===== src/rtl/alu_arbiter.sv =====
// Two-requester front end that shares one combinational ALU.
// Results are delivered through a single registered response slot.

module alu_core #(
    parameter int DWIDTH = 32
) (
    input  logic [DWIDTH-1:0] a,
    input  logic [DWIDTH-1:0] b,
    input  logic [3:0]        ctl,
    output logic [DWIDTH-1:0] out
);

    typedef enum logic [3:0] {
        OP_AND = 4'd0,
        OP_OR  = 4'd1,
        OP_ADD = 4'd2,
        OP_SUB = 4'd6,
        OP_SLT = 4'd7,
        OP_NOR = 4'd12
    } alu_op_e;

    always_comb begin
        out = '0;
        case (ctl)
            OP_AND: out = a & b;
            OP_OR:  out = a | b;
            OP_ADD: out = a + b;
            OP_SUB: out = a - b;
            OP_SLT: out = {{(DWIDTH-1){1'b0}}, ($signed(a) < $signed(b))};
            OP_NOR: out = ~(a | b);
            default: out = '0;
        endcase
    end

endmodule

module alu_arbiter #(
    parameter int DWIDTH = 32
) (
    input  logic              clk,
    input  logic              rst,
    input  logic              req0_valid,
    output logic              req0_ready,
    input  logic [DWIDTH-1:0] req0_a,
    input  logic [DWIDTH-1:0] req0_b,
    input  logic [3:0]        req0_ctl,
    input  logic              req1_valid,
    output logic              req1_ready,
    input  logic [DWIDTH-1:0] req1_a,
    input  logic [DWIDTH-1:0] req1_b,
    input  logic [3:0]        req1_ctl,
    output logic              resp_valid,
    input  logic              resp_ready,
    output logic              resp_id,
    output logic [DWIDTH-1:0] resp_out,
    output logic              resp_zero
);

    logic              last_grant;
    logic              slot_free;
    logic              grant_valid;
    logic              grant_idx;
    logic [DWIDTH-1:0] alu_a;
    logic [DWIDTH-1:0] alu_b;
    logic [3:0]        alu_ctl;
    logic [DWIDTH-1:0] alu_out;

    assign slot_free = !resp_valid || resp_ready;

    // On a tie the requester that did not win last time is chosen.
    always_comb begin
        grant_valid = slot_free && (req0_valid || req1_valid) && !rst;
        grant_idx   = (req0_valid && req1_valid) ? ~last_grant : req1_valid;
    end

    assign req0_ready = grant_valid && !grant_idx;
    assign req1_ready = grant_valid &&  grant_idx;

    always_comb begin
        alu_a   = grant_idx ? req1_a   : req0_a;
        alu_b   = grant_idx ? req1_b   : req0_b;
        alu_ctl = grant_idx ? req1_ctl : req0_ctl;
    end

    alu_core #(.DWIDTH(DWIDTH)) u_alu (
        .a   (alu_a),
        .b   (alu_b),
        .ctl (alu_ctl),
        .out (alu_out)
    );

    always_ff @(posedge clk) begin
        if (rst) begin
            resp_valid <= 1'b0;
            resp_out   <= '0;
            resp_zero  <= 1'b0;
            resp_id    <= 1'b0;
            last_grant <= 1'b1;
        end else if (grant_valid) begin
            resp_valid <= 1'b1;
            resp_out   <= alu_out;
            resp_zero  <= (alu_out == '0);
            resp_id    <= grant_idx;
            last_grant <= grant_idx;
        end else if (resp_ready) begin
            resp_valid <= 1'b0;
        end
    end

endmodule

===== config.mk =====
export PLATFORM = sky130hd
export DESIGN_NAME = alu_arbiter
export DESIGN_NICKNAME = d
export VERILOG_FILES = /design/src/rtl/alu_arbiter.sv
export SDC_FILE = /design/constraint.sdc
export NUM_CORES = 1
export LEC_CHECK = 0
export BUFFER_PORTS_ARGS = -buffer_cell sky130_fd_sc_hd__buf_4
export CAP_MARGIN = 20
export CORE_MARGIN = 5
export CORE_UTILIZATION = 50
export DETAILED_ROUTE_END_ITERATION = 8
export PLACE_DENSITY = 0.73
export SYNTH_ARGS = -nofsm -noshare
export SYNTH_HDL_FRONTEND = slang
export SYNTH_HIERARCHICAL = 1
export SYNTH_SLANG_ARGS = --single-unit

===== constraint.sdc =====
create_clock -name clk -period 11.15 [get_ports clk]
set_input_delay 1.6725 -clock clk [delete_from_list [all_inputs] [get_ports clk]]
set_output_delay 1.6725 -clock clk [all_outputs]
set_load 0.05 [all_outputs]

### After elaboration in Yosys (flattened, before gate mapping)

Index checks and enable logic that the tools add are counted.

| storage, ports and cells | value |
|---|---|
| register bits | 36 |

| operators by class | value |
|---|---|
| add/sub/neg operators | 2 |
| magnitude comparators | 1 |
| eq/ne operators | 5 |
| muxes and demuxes | 7 |
| bitwise operators | 4 |
| reduce and logical (&&, ||, !) cells | 13 |

Operators by type and width:

| operator | number |
|---|---|
| 32-bit one-hot mux with 6 select lines | 1 |
| 32-bit two-way mux | 2 |
| 32-bit adder | 1 |
| 32-bit AND | 1 |
| 32-bit logical NOT | 1 |
| 32-bit less-than comparator | 1 |
| 32-bit NOT | 1 |
| 32-bit bitwise OR | 1 |
| 32-bit subtractor | 1 |
| 4-bit by 3-bit == test with 1-bit output (second input constant) | 2 |
| 1-bit logical AND | 5 |
| 4-bit by 1-bit == test with 1-bit output (second input constant) | 1 |
| 4-bit by 2-bit == test with 1-bit output (second input constant) | 1 |
| 4-bit == test (second input constant) | 1 |
| 4-bit logical NOT | 1 |
| 4-bit two-way mux | 1 |
| 1-bit logical NOT | 3 |
| 1-bit two-way mux | 3 |
| 1-bit logical OR | 2 |
| 2-bit nonzero test | 1 |
| 1-bit NOT | 1 |

### Longest topological paths before layout

Gate-level depths: netlist (run 1).

| logic depth | value |
|---|---|
| word-level depth | 7 |
| depth in mapped cells | 19 |

### By module

Netlist (run 1), hierarchy kept.

By module, submodules not included:

| module | instances | cells an instance | area an instance (um^2) |
|---|---|---|---|
| alu_core | 1 | 718 | 4853.4 |
| alu_arbiter | 1 | 175 | 2034.5 |

### Worst setup path before layout (run 1)

OpenSTA, ideal clock, no wires.

| path | value |
|---|---|
| path kind | in2reg |
| start point | input port req0_valid |
| end point | register resp_zero |
| library setup time | 0.062 ns |
| data arrival time | 5.190 ns |
| required time | 11.088 ns |
| setup slack | 5.899 ns |
| cell stages on the path | 18 |
| path buffers | 1 |
| cell sequence | nand2_1 -> nand2_1 -> buf_2 -> mux2_2 -> ha_1 -> fa_1 -> or2_1 -> a221oi_2 -> o41a_1 -> o21ai_0 -> a41o_1 -> or2_1 -> a31oi_1 -> xor2_1 -> o21ai_1 -> nor4_1 -> and4_1 -> a32o_1 |

RTL lines:

| element | line | text |
|---|---|---|
| start: declaration | 42 | `input logic req0_valid,` |
| 1-bit logical AND (*) | 73 | `grant_idx = (req0_valid && req1_valid) ? ~last_grant : req1_valid;` |
| 1-bit two-way mux (*) | 73 |  |
| 32-bit two-way mux (*) | 81 | `alu_b = grant_idx ? req1_b : req0_b;` |
| named net alu_b[0] | 64 | `logic [DWIDTH-1:0] alu_b;` |
| 32-bit subtractor or 32-bit adder (tied branches) | 28, 27 |  |
| 32-bit one-hot mux with 6 select lines (*) | 24 | `case (ctl)` |
| named net alu_out[30] | 66 | `logic [DWIDTH-1:0] alu_out;` |
| 32-bit logical NOT (*) | 102 | `resp_zero <= (alu_out == '0);` |
| end signal: assignment | 102 |  |
| end: declaration | 56 | `output logic resp_zero` |

Mark *: on every way through the listed nets, which the timed path passes. The rest lies on a longest branch.
A chain may end at the register's enable or synchronous reset.

### Worst setup path in the final report (run 1)

Same ends and word-level chain as after synthesis.

==> metrics.cfg, run 1 <==
[final_layout]
areaGrowthSynthToFinish_pct=21.18
layout_commonest_cell=buf_4
final_core_util_pct=62.29
fin_nets=1274
num_antenna_cells=0
layout-drive-gt1-share_pct=27.79
fin_area_um2=8347
final_cell_mix=buf_4, ha_1, inv_1

[clock_network]
cts_setup_buffers=0
cts_resized=0
ctsHoldBuffers=0
h-tree-depth=2
clkSlewWorstSetupHoldPaths_ps=50
cts_buffers=5
worstSkewPairLatency_ps=280
cts.path.max_buffers=2
cts_root_buf=clkbuf_16
clkSinkCount=36
cts_tree=yes

[drt]
drc=0
routed_wl_um=21280
drt_first_pass_iters=5
via_per_inst=6.000
ant_nets=0
drtIter0Drc=741
num_vias=7230
wl_per_cell_um=17.66

[worst_setup_path]
crit_path_start_kind=input port
slowest_delay_ps=670
reg2reg_to=resp_zero
r2r_slack_ps=6030
r2r-start=last_grant
critical_path.endpoint_type=flop
arrival_ps=6500
crit_buf_inv=2
worstSetupPathType=in2reg
cp.required_ps=11370
path_delay_family=compound AO/OA/AOI/OAI gates
slowest_stage=buf_4
crit_chain=buf_4, nand2_1, nand2_2, buf_4, mux2_2, ha_1, fa_1, or2_1, a221oi_2, o41a_1, o21ai_0, a41o_1, or2_1, a31oi_1, xor2_1, o21ai_1, nor4_1, and4_1, a32o_1
critical_path_peak_fanout=70
reg2reg_depth=18

[grt]
busiest_layer=met2
grtUsageMet1_pct=36.23
grt_use_met2_pct=38.03
grt_use_met3_pct=2.963
grt_pass1_wl_um=33550
grt_usage_pct=24.65
grt_pass1_vias=6639
grt_remaining_overflow=0
grt_antenna_before_repair=0
grt_max_degree=71

[sta]
finalCritPeriodShare_pct=56.35
clock_skew_ps=5.174
hold_violations=0
tightest_slew_ps=875.5
max_slew_margin_pct=41.63
rsz0062_at_grt=no
finalSetupViolations=0
min_period_ps=6283
fmax_mhz=159.2
drv_slew=0
tns_ps=0

[min_path]
min_to=last_grant
min_from=last_grant
hold_depth=2
hp-class=reg2reg

[logic_synthesis]
ys_warn_count=6
synth_compound_area_share_pct=29.86
synth_cell_types=82
ys.flop_type=dfxtp_1
synth-simple-area-share_pct=15.89
synth_edf_count=0
synth_top_family_by_area=compound AO/OA/AOI/OAI gates
synth_xor_area_share_pct=3.815
synthCells=893
synth_nets=1138
synthMuxAreaShare_pct=11.57
synthAdderAreaFrac_pct=19.11
synth_area_per_cell_um2=7.713
async_reset_ff_share_pct=0
ys_seq_elements=36
syn_area_um2=6888
synth-seq-area-share_pct=10.46

[pwr]
power_density_nw_per_um2=99.59
pwr-share-seq_pct=17.3
intPower_mw=0.4472
ir_drop_v=0.00005598
p_leak_nw=3.951
power_mw=0.8312
p_switching_mw=0.3840
p_clk_share_pct=15.6
combinationalPowerShare_pct=67.1
p_sw_share_pct=46.20

[die]
start_util_pct=51.40
die_x_um=127.4
die_area_um2=16220
io_pins=178
rows=42
core_um2=13400
die_h_um=127.4

[placement]
dpl_cell_area_um2=8213
place.gp.congestion=1.021
dp_hpwl_um=16740
io_buffers=177

[status]
status=finished clean

[flow_run]
drv_cap=0

[layer usage]
metal	part of all wire (%)	routed length, µm	vias up
li1	-	-	3518
met1	45	9642	3301
met2	42	9029	367
met3	9.8	2092	44
met4	2.4	516	0
met5	0	0	-
[registers in the layout, summed over array words and instances (netlist names)]
register / count
last_grant: 1
resp_id: 1
resp_out: 32
resp_zero: 1
resp_valid: 1
[tightest hold or removal path, stage by stage, from the launching register on]
cell and delay, ps:
dfxtp_1 310, inv_1 50, a22oi_1 50
[cells by family after synthesis]
| logic type | after synthesis |
|---|---|
| AOI/OAI and AO/OA | 287 |
| and+or+nand+nor | 217 |
| buffers and inverters | 148 |
| adders and majority gates | 104 |
| muxes | 71 |
| DFF | 36 |
| xor gates and xnor gates | 30 |
[metrics by stage]
step	hold WS, ps	cells	worst slack [ps]
4_1_cts	462.4	1205	4848
2_1_floorplan	435.6	893	5899
3_3_place_gp	454.1	1198	4603
5_1_grt	491.1	1205	4559
3_5_place_dp	450.4	1198	4582
6_report	458.5	1205	4867
[power groups by stage]
stage	Clock [mW]	Sequential [mW]	Combinational, mW
6_report	0.129	0.144	0.558
5_1_grt	0.136	0.145	0.608
4_1_cts	0.130	0.144	0.549
3_5_place_dp	0	0.146	0.547
3_3_place_gp	0	0.146	0.545
2_1_floorplan	0	0.175	0.378
[Yosys cell counts, drive strengths merged (2+ instances only)]
cell type  number  area, µm²
ha            102       1276
inv            93      349.1
nor2           92      345.3
mux2           69      777.0
o21ai          68      340.3
a21oi          55      297.8
dfxtp          36      720.7
a221oi         34      321.6
a22o           34      297.8
buf            32      203.9
nand2          28      107.6
xnor2          24      210.2
clkbuf         23      86.33
nor3           20      116.4
nor4           16      115.1
a21o           13      98.85
o211ai         13      107.6
nand3          12      72.57
nor2b          10      62.56
a31oi           9      56.30
a211oi          8      60.06
o31ai           8      60.06
and2            6      37.54
o21bai          6      45.04
or2             6      37.54
xor2            6      52.55
nand4           5      31.28
or3             5      32.53
a22oi           4      30.03
nand2b          4      25.02
o21a            4      30.03
a311oi          3      32.53
and3            3      18.77
nor4b           3      32.53
o221ai          3      26.28
a221o           2      20.02
a32oi           2      17.52
and4            2      17.52
fa              2      40.04
mux2i           2      20.02
o21ba           2      20.02
o22a            2      17.52
o31a            2      17.52
o41a            2      32.53
[how the worst max path moves through the flow]
stage                     startpoint         to  slack [ps]  cells past startpoint
final                     req0_valid  resp_zero        4870                     19
after global routing      req0_valid  resp_zero        4560                     19
after CTS                 req0_valid  resp_zero        4850                     19
after detailed placement  req0_valid  resp_zero        4580                     19
after global placement    req0_valid  resp_zero        4600                     19
after floorplan           req0_valid  resp_zero        5900                     18
[cell type report]
class / instances / area (µm²)
flip-flops and latches: 36 / 720.7
repair buffers: 184 / 1381
fillers: 1250 / 5054
inverters: 93 / 349.1
clock inverters: 1 / 5.005
clock buffers: 6 / 128.9
well taps: 176 / 220.2
multi-input cells: 709 / 5542
Power figures use the tool's default switching activity.
==> inputs of run 2 (changes only) <==
PLACE_DENSITY = 0.76   (was 0.73)
clock period = 5.1 ns   (was 11.15 ns; I/O delays follow)
==> metrics.cfg, run 2 (same netlist as run 1, synthesis figures left out) <==
[worst_setup_path]
crit_chain=buf_4, nand2_1, nand2_4, buf_12, mux2_2, inv_1, ha_1, nor3_2, nand3_1, nor4b_1, o21ai_0, a41o_1, or2_1, a31oi_1, xor2_1, o21ai_1, nor4_2, and4_1, a32o_1  ; was buf_4, nand2_1, nand2_2, buf_4, mux2_2, ha_1, fa_1, or2_1, a221oi_2, o41a_1, o21ai_0, a41o_1, or2_1, a31oi_1, xor2_1, o21ai_1, nor4_1, and4_1, a32o_1
worstSetupPathType=in2reg  ; unchanged
slowest_stage=mux2_2  ; was buf_4
critical_path.endpoint_type=flop  ; unchanged
critical_path_peak_fanout=36  ; was 70
crit_buf_inv=3  ; was 2
slowest_delay_ps=380  ; was 670 ps
cp.required_ps=5320  ; was 11370 ps
r2r_slack_ps=440  ; was 6030 ps
crit_path_start_kind=input port  ; unchanged
worstSetupStartpoint=req0_valid  ; unchanged
path_delay_family=simple AND/OR/NAND/NOR gates  ; was compound AO/OA/AOI/OAI gates
arrival_ps=5080  ; was 6500 ps
r2r-start=last_grant  ; unchanged

[final_layout]
largest_register_ffs=32  ; unchanged
num_antenna_cells=0  ; unchanged
final_core_util_pct=63.77  ; was 62.29%
fin_area_um2=8546  ; was 8347 µm²
areaGrowthSynthToFinish_pct=24.07  ; was 21.18%
layout_commonest_cell=buf_4  ; unchanged
top_register=resp_out  ; unchanged
fillers=1248  ; was 1250
regArea_um2=720.7  ; unchanged
final_cell_mix=buf_4, ha_1, inv_1  ; unchanged
multi_input_area_um2=5558  ; was 5542 µm²
layout-drive-gt1-share_pct=29.46  ; was 27.79%
stdcell_count=1225  ; was 1205
fin_nets=1293  ; was 1274

[drt]
routed_wl_um=21490  ; was 21280 µm
drt_first_pass_iters=7  ; was 5
num_vias=7382  ; was 7230
via_per_inst=6.026  ; was 6.000
ant_nets=0  ; unchanged
wl_per_cell_um=17.54  ; was 17.66 µm
drc=0  ; unchanged
drtIter0Drc=678  ; was 741

[sta]
finalSetupViolations=0  ; unchanged
clock_skew_ps=1.605  ; was 5.174 ps
min_period_ps=4862
hold_violations=0  ; unchanged
rsz0062_at_grt=no  ; unchanged
tns_ps=0  ; unchanged
fin_ws_ps=238.2  ; was 4867 ps
tightest_slew_ps=687.3  ; was 875.5 ps
finalCritPeriodShare_pct=95.33
max_slew_margin_pct=54.13  ; was 41.63%
fmax_mhz=205.7
drv_slew=0  ; unchanged

[min_path]
min_from=resp_out[4]  ; was last_grant
hp-class=reg2reg  ; unchanged

[die]
die_area_um2=16220  ; unchanged
io_pins=178  ; unchanged
start_util_pct=51.40  ; unchanged
rows=42  ; unchanged
die_h_um=127.4  ; unchanged
core_um2=13400  ; unchanged
die_x_um=127.4  ; unchanged

[clock_network]
worstSkewPairLatency_ps=280  ; about the same
cts_root_buf=clkbuf_16  ; unchanged
ctsHoldBuffers=0  ; unchanged
cts_tree=yes  ; unchanged
clkSlewWorstSetupHoldPaths_ps=50  ; about the same
cts_buffers=5  ; unchanged
clkSinkCount=36  ; unchanged
h-tree-depth=2  ; unchanged
cts.path.max_buffers=2  ; unchanged

[placement]
dp.cells=1216  ; was 1198
dpl_cell_area_um2=8373  ; was 8213 µm²
dpl_worst_slack_ps=-239.4  ; was 4582 ps
dp_hpwl_um=17210  ; was 16740 µm
io_buffers=177  ; unchanged
place.gp.congestion=0.9880  ; was 1.021

[grt]
grt_antenna_before_repair=0  ; unchanged
grt_max_degree=38  ; was 71
grt_pass1_vias=6762  ; was 6639
grt_usage_pct=24.78  ; was 24.65%
grt_pass1_wl_um=33760  ; was 33550 µm
grt_remaining_overflow=0  ; unchanged

[pwr]
p_leak_nw=4.070  ; was 3.951 nW
power_density_nw_per_um2=219.5  ; was 99.59 nW/µm²
ir_drop_v=0.0001235  ; was 0.00005598 V

[status]
status=finished clean  ; unchanged

[flow_run]
drv_cap=0  ; unchanged

[run 2: changes by cell type in the layout (fill, tap and decap cells not counted), sizes merged]
cell	before	now
buf	184	203
clkinv	1	2
[run 2: through the flow]
step | hold WS (ps) | total power [mW]
floorplan | 435.6 | 1.209
global placement | 457.7 | 1.536
detailed placement | 461.8 | 1.549
CTS | 476.8 | 1.854
global route | 479.6 | 1.999
finish | 477.1 | 1.876
[run 2: where the power goes]
group | switching, mW | internal, mW
clock | 0.109 | 0.192
sequential | 0.0132 | 0.302
combinational | 0.732 | 0.527
[run 2: routing by layer]
layer / up-vias / share of wire (%) / global-route usage [%]
li1: 3553 / - / -
met5: - / 0 / 0
met2: 387 / 45 / 40.38
met3: 32 / 9.4 / 3.965
met1: 3410 / 44 / 34.00
met4: 0 / 1.7 / 6.625
[run 2: path summary, 6_finish.rpt]
kind,endpoint,cells after the start
max,resp_zero,19
min,resp_out[4],1
max reg2reg,resp_zero,18
min reg2reg,resp_out[4],1
[run 2: what timing repair did]
item / CTS / global route
endpoints found under the hold margin: 0 / 0
endpoints found under the setup margin: 0 / 1
resized for setup: 0 / 3
setup buffers: 0 / 1
[run 2: area by class of cell]
class	instances	area share (%)
repair buffers	203	18.13
clock buffers	6	1.625
multi-input cells	709	65.04
flip-flops and latches	36	8.433
clock inverters	2	0.1171
well taps	176	2.577
inverters	93	4.085
==> inputs of run 3 (changes only) <==
CORE_UTILIZATION = 30   (was 50)
PLACE_DENSITY = 0.49   (was 0.76)
==> metrics.cfg, run 3 (same netlist as run 1, synthesis figures left out) <==
[status]
status=finished clean  ; unchanged

[drt]
num_vias=7209  ; was 7382
ant_nets=0  ; unchanged
drt_first_pass_iters=5  ; was 7
wl_per_cell_um=17.81  ; was 17.54 µm
routed_wl_um=24320  ; was 21490 µm
drtIter0Drc=516  ; was 678
via_per_inst=5.277  ; was 6.026
drc=0  ; unchanged

[worst_setup_path]
slowest_delay_ps=410  ; was 380 ps
slowest_stage=o21ai_0  ; was mux2_2
r2r_slack_ps=640  ; was 440 ps
path_delay_family=compound AO/OA/AOI/OAI gates  ; was simple AND/OR/NAND/NOR gates
crit_path_start_kind=input port  ; unchanged
crit_buf_inv=2  ; was 3
arrival_ps=4880  ; was 5080 ps
worstSetupPathType=in2reg  ; unchanged
crit_chain=buf_4, nand2_1, nand2_4, buf_12, mux2_2, ha_1, fa_1, or2_1, a221oi_2, o41a_1, o41a_4, a21oi_2, or2_2, a32oi_1, xnor2_1, o21ai_0, nor4_1, and4_1, a32o_1  ; was buf_4, nand2_1, nand2_4, buf_12, mux2_2, inv_1, ha_1, nor3_2, nand3_1, nor4b_1, o21ai_0, a41o_1, or2_1, a31oi_1, xor2_1, o21ai_1, nor4_2, and4_1, a32o_1
critical_path_peak_fanout=15  ; was 36
critical_path.endpoint_type=flop  ; unchanged
cp.required_ps=5260  ; was 5320 ps

[final_layout]
areaGrowthSynthToFinish_pct=29.90  ; was 24.07%
fillers=2445  ; was 1248
layout_commonest_cell=buf_4  ; unchanged
fin_area_um2=8947  ; was 8546 µm²
fin_nets=1325  ; was 1293
layout-drive-gt1-share_pct=31.54  ; was 29.46%
final_cell_mix=buf_4, ha_1, inv_1  ; unchanged
final_core_util_pct=39.52  ; was 63.77%
top_register=resp_out  ; unchanged
regArea_um2=720.7  ; unchanged
num_antenna_cells=0  ; unchanged
multi_input_area_um2=5568  ; was 5558 µm²
largest_register_ffs=32  ; unchanged

[die]
die_h_um=161.5  ; was 127.4 µm
io_pins=178  ; unchanged
core_um2=22640  ; was 13400 µm²
rows=55  ; was 42
die_x_um=161.5  ; was 127.4 µm
die_area_um2=26090  ; was 16220 µm²
start_util_pct=30.42  ; was 51.40%

[sta]
hold_violations=0  ; unchanged
finalSetupViolations=0  ; unchanged
rsz0062_at_grt=no  ; unchanged
clock_skew_ps=4.303  ; was 1.605 ps
min_period_ps=4712  ; was 4862 ps
tightest_slew_ps=782.8  ; was 687.3 ps
max_slew_margin_pct=47.81  ; was 54.13%
drv_slew=0  ; unchanged
fin_ws_ps=387.6  ; was 238.2 ps
fmax_mhz=212.2  ; was 205.7 MHz
finalCritPeriodShare_pct=92.40  ; was 95.33%

[grt]
grt_remaining_overflow=0  ; unchanged
grt_pass1_vias=7091  ; was 6762
grt_antenna_before_repair=0  ; unchanged
grt_pass1_wl_um=38450  ; was 33760 µm
grt_max_degree=49  ; was 38
grt_usage_pct=17.88  ; was 24.78%

[clock_network]
worstSkewPairLatency_ps=280  ; about the same
ctsHoldBuffers=0  ; unchanged
cts_buffers=5  ; unchanged
clkSinkCount=36  ; unchanged
cts_tree=yes  ; unchanged
cts_root_buf=clkbuf_16  ; unchanged
clkSlewWorstSetupHoldPaths_ps=50  ; about the same
h-tree-depth=2  ; unchanged
cts.path.max_buffers=2  ; unchanged

[flow_run]
drv_cap=0  ; unchanged

[placement]
io_buffers=177  ; unchanged
dpl_worst_slack_ps=-26.95  ; was -239.4 ps
dp_hpwl_um=19990  ; was 17210 µm
dpl_cell_area_um2=8762  ; was 8373 µm²
place.gp.congestion=0.9020  ; was 0.9880

[pwr]
ir_drop_v=0.0001123  ; was 0.0001235 V
power_density_nw_per_um2=221.4  ; was 219.5 nW/µm²
p_leak_nw=4.232  ; was 4.070 nW

[min_path]
hp-class=reg2reg  ; unchanged

==> run 3: cell count changes in the layout (fill, tap and decap cells not counted), sizes merged <==
| cell | change |
|---|---|
| bufinv | +1 |
| clkinv | -1 |
| buf | +32 |
==> run 3: layer usage <==
metal / vias up / part of all wire [%] / track usage (%)
met2: 243 / 43 / 27.80
met3: 19 / 6.3 / 1.939
met1: 3329 / 49 / 26.39
met4: 0 / 1.6 / 4.265
li1: 3618 / - / -
met5: - / 0 / 0
==> run 3: worst paths after layout <==
check | startpoint | endpoint | cells after the start
max | req0_valid | resp_zero | 19
min reg2reg | last_grant | last_grant | 2
max reg2reg | last_grant | resp_zero | 18
min | last_grant | last_grant | 2
==> run 3: area by class of cell <==
| cell class | instances | area share (%) |
|---|---|---|
| multi-input cells | 709 | 62.23 |
| clock buffers | 6 | 1.440 |
| flip-flops and latches | 36 | 8.055 |
| inverters | 93 | 3.902 |
| repair buffers | 235 | 20.00 |
| well taps | 285 | 3.985 |
| clock inverters | 2 | 0.3916 |
==> run 3: timing repair <==
item,CTS,global route
setup buffers,0,0
resized for setup,0,5
setup endpoints to repair,0,1
==> run 3: stage by stage <==
stage | std cells | total power, mW | setup TNS (ps) | hold slack, ps
after floorplan | 893 | 1.209 | 0 | 435.6
after global placement | 1358 | 1.644 | -102.9 | 457.1
after detailed placement | 1358 | 1.638 | -26.95 | 452.1
after CTS | 1366 | 1.983 | 0 | 463.6
after global routing | 1366 | 2.131 | 0 | 474.2
final | 1366 | 1.981 | 0 | 464.6
==> run 3: power breakdown <==
group          switching, mW  internal (mW)  leakage, nW  total (mW)
combinational          0.760          0.571         3.86        1.33
sequential            0.0121          0.302        0.293       0.314
clock                  0.107          0.229       0.0808       0.337
==> run 3: worst reg2reg max path: stages, from the launching register on <==
cell and delay, ps:
dfxtp_1 330, nand2_1 100, nand2_4 140, buf_12 170
mux2_2 370, ha_1 210, fa_1 380, or2_1 260
a221oi_2 260, o41a_1 230, o41a_4 170, a21oi_2 90
or2_2 310, a32oi_1 210, xnor2_1 90, o21ai_0 410
nor4_1 120, and4_1 230, a32o_1 260
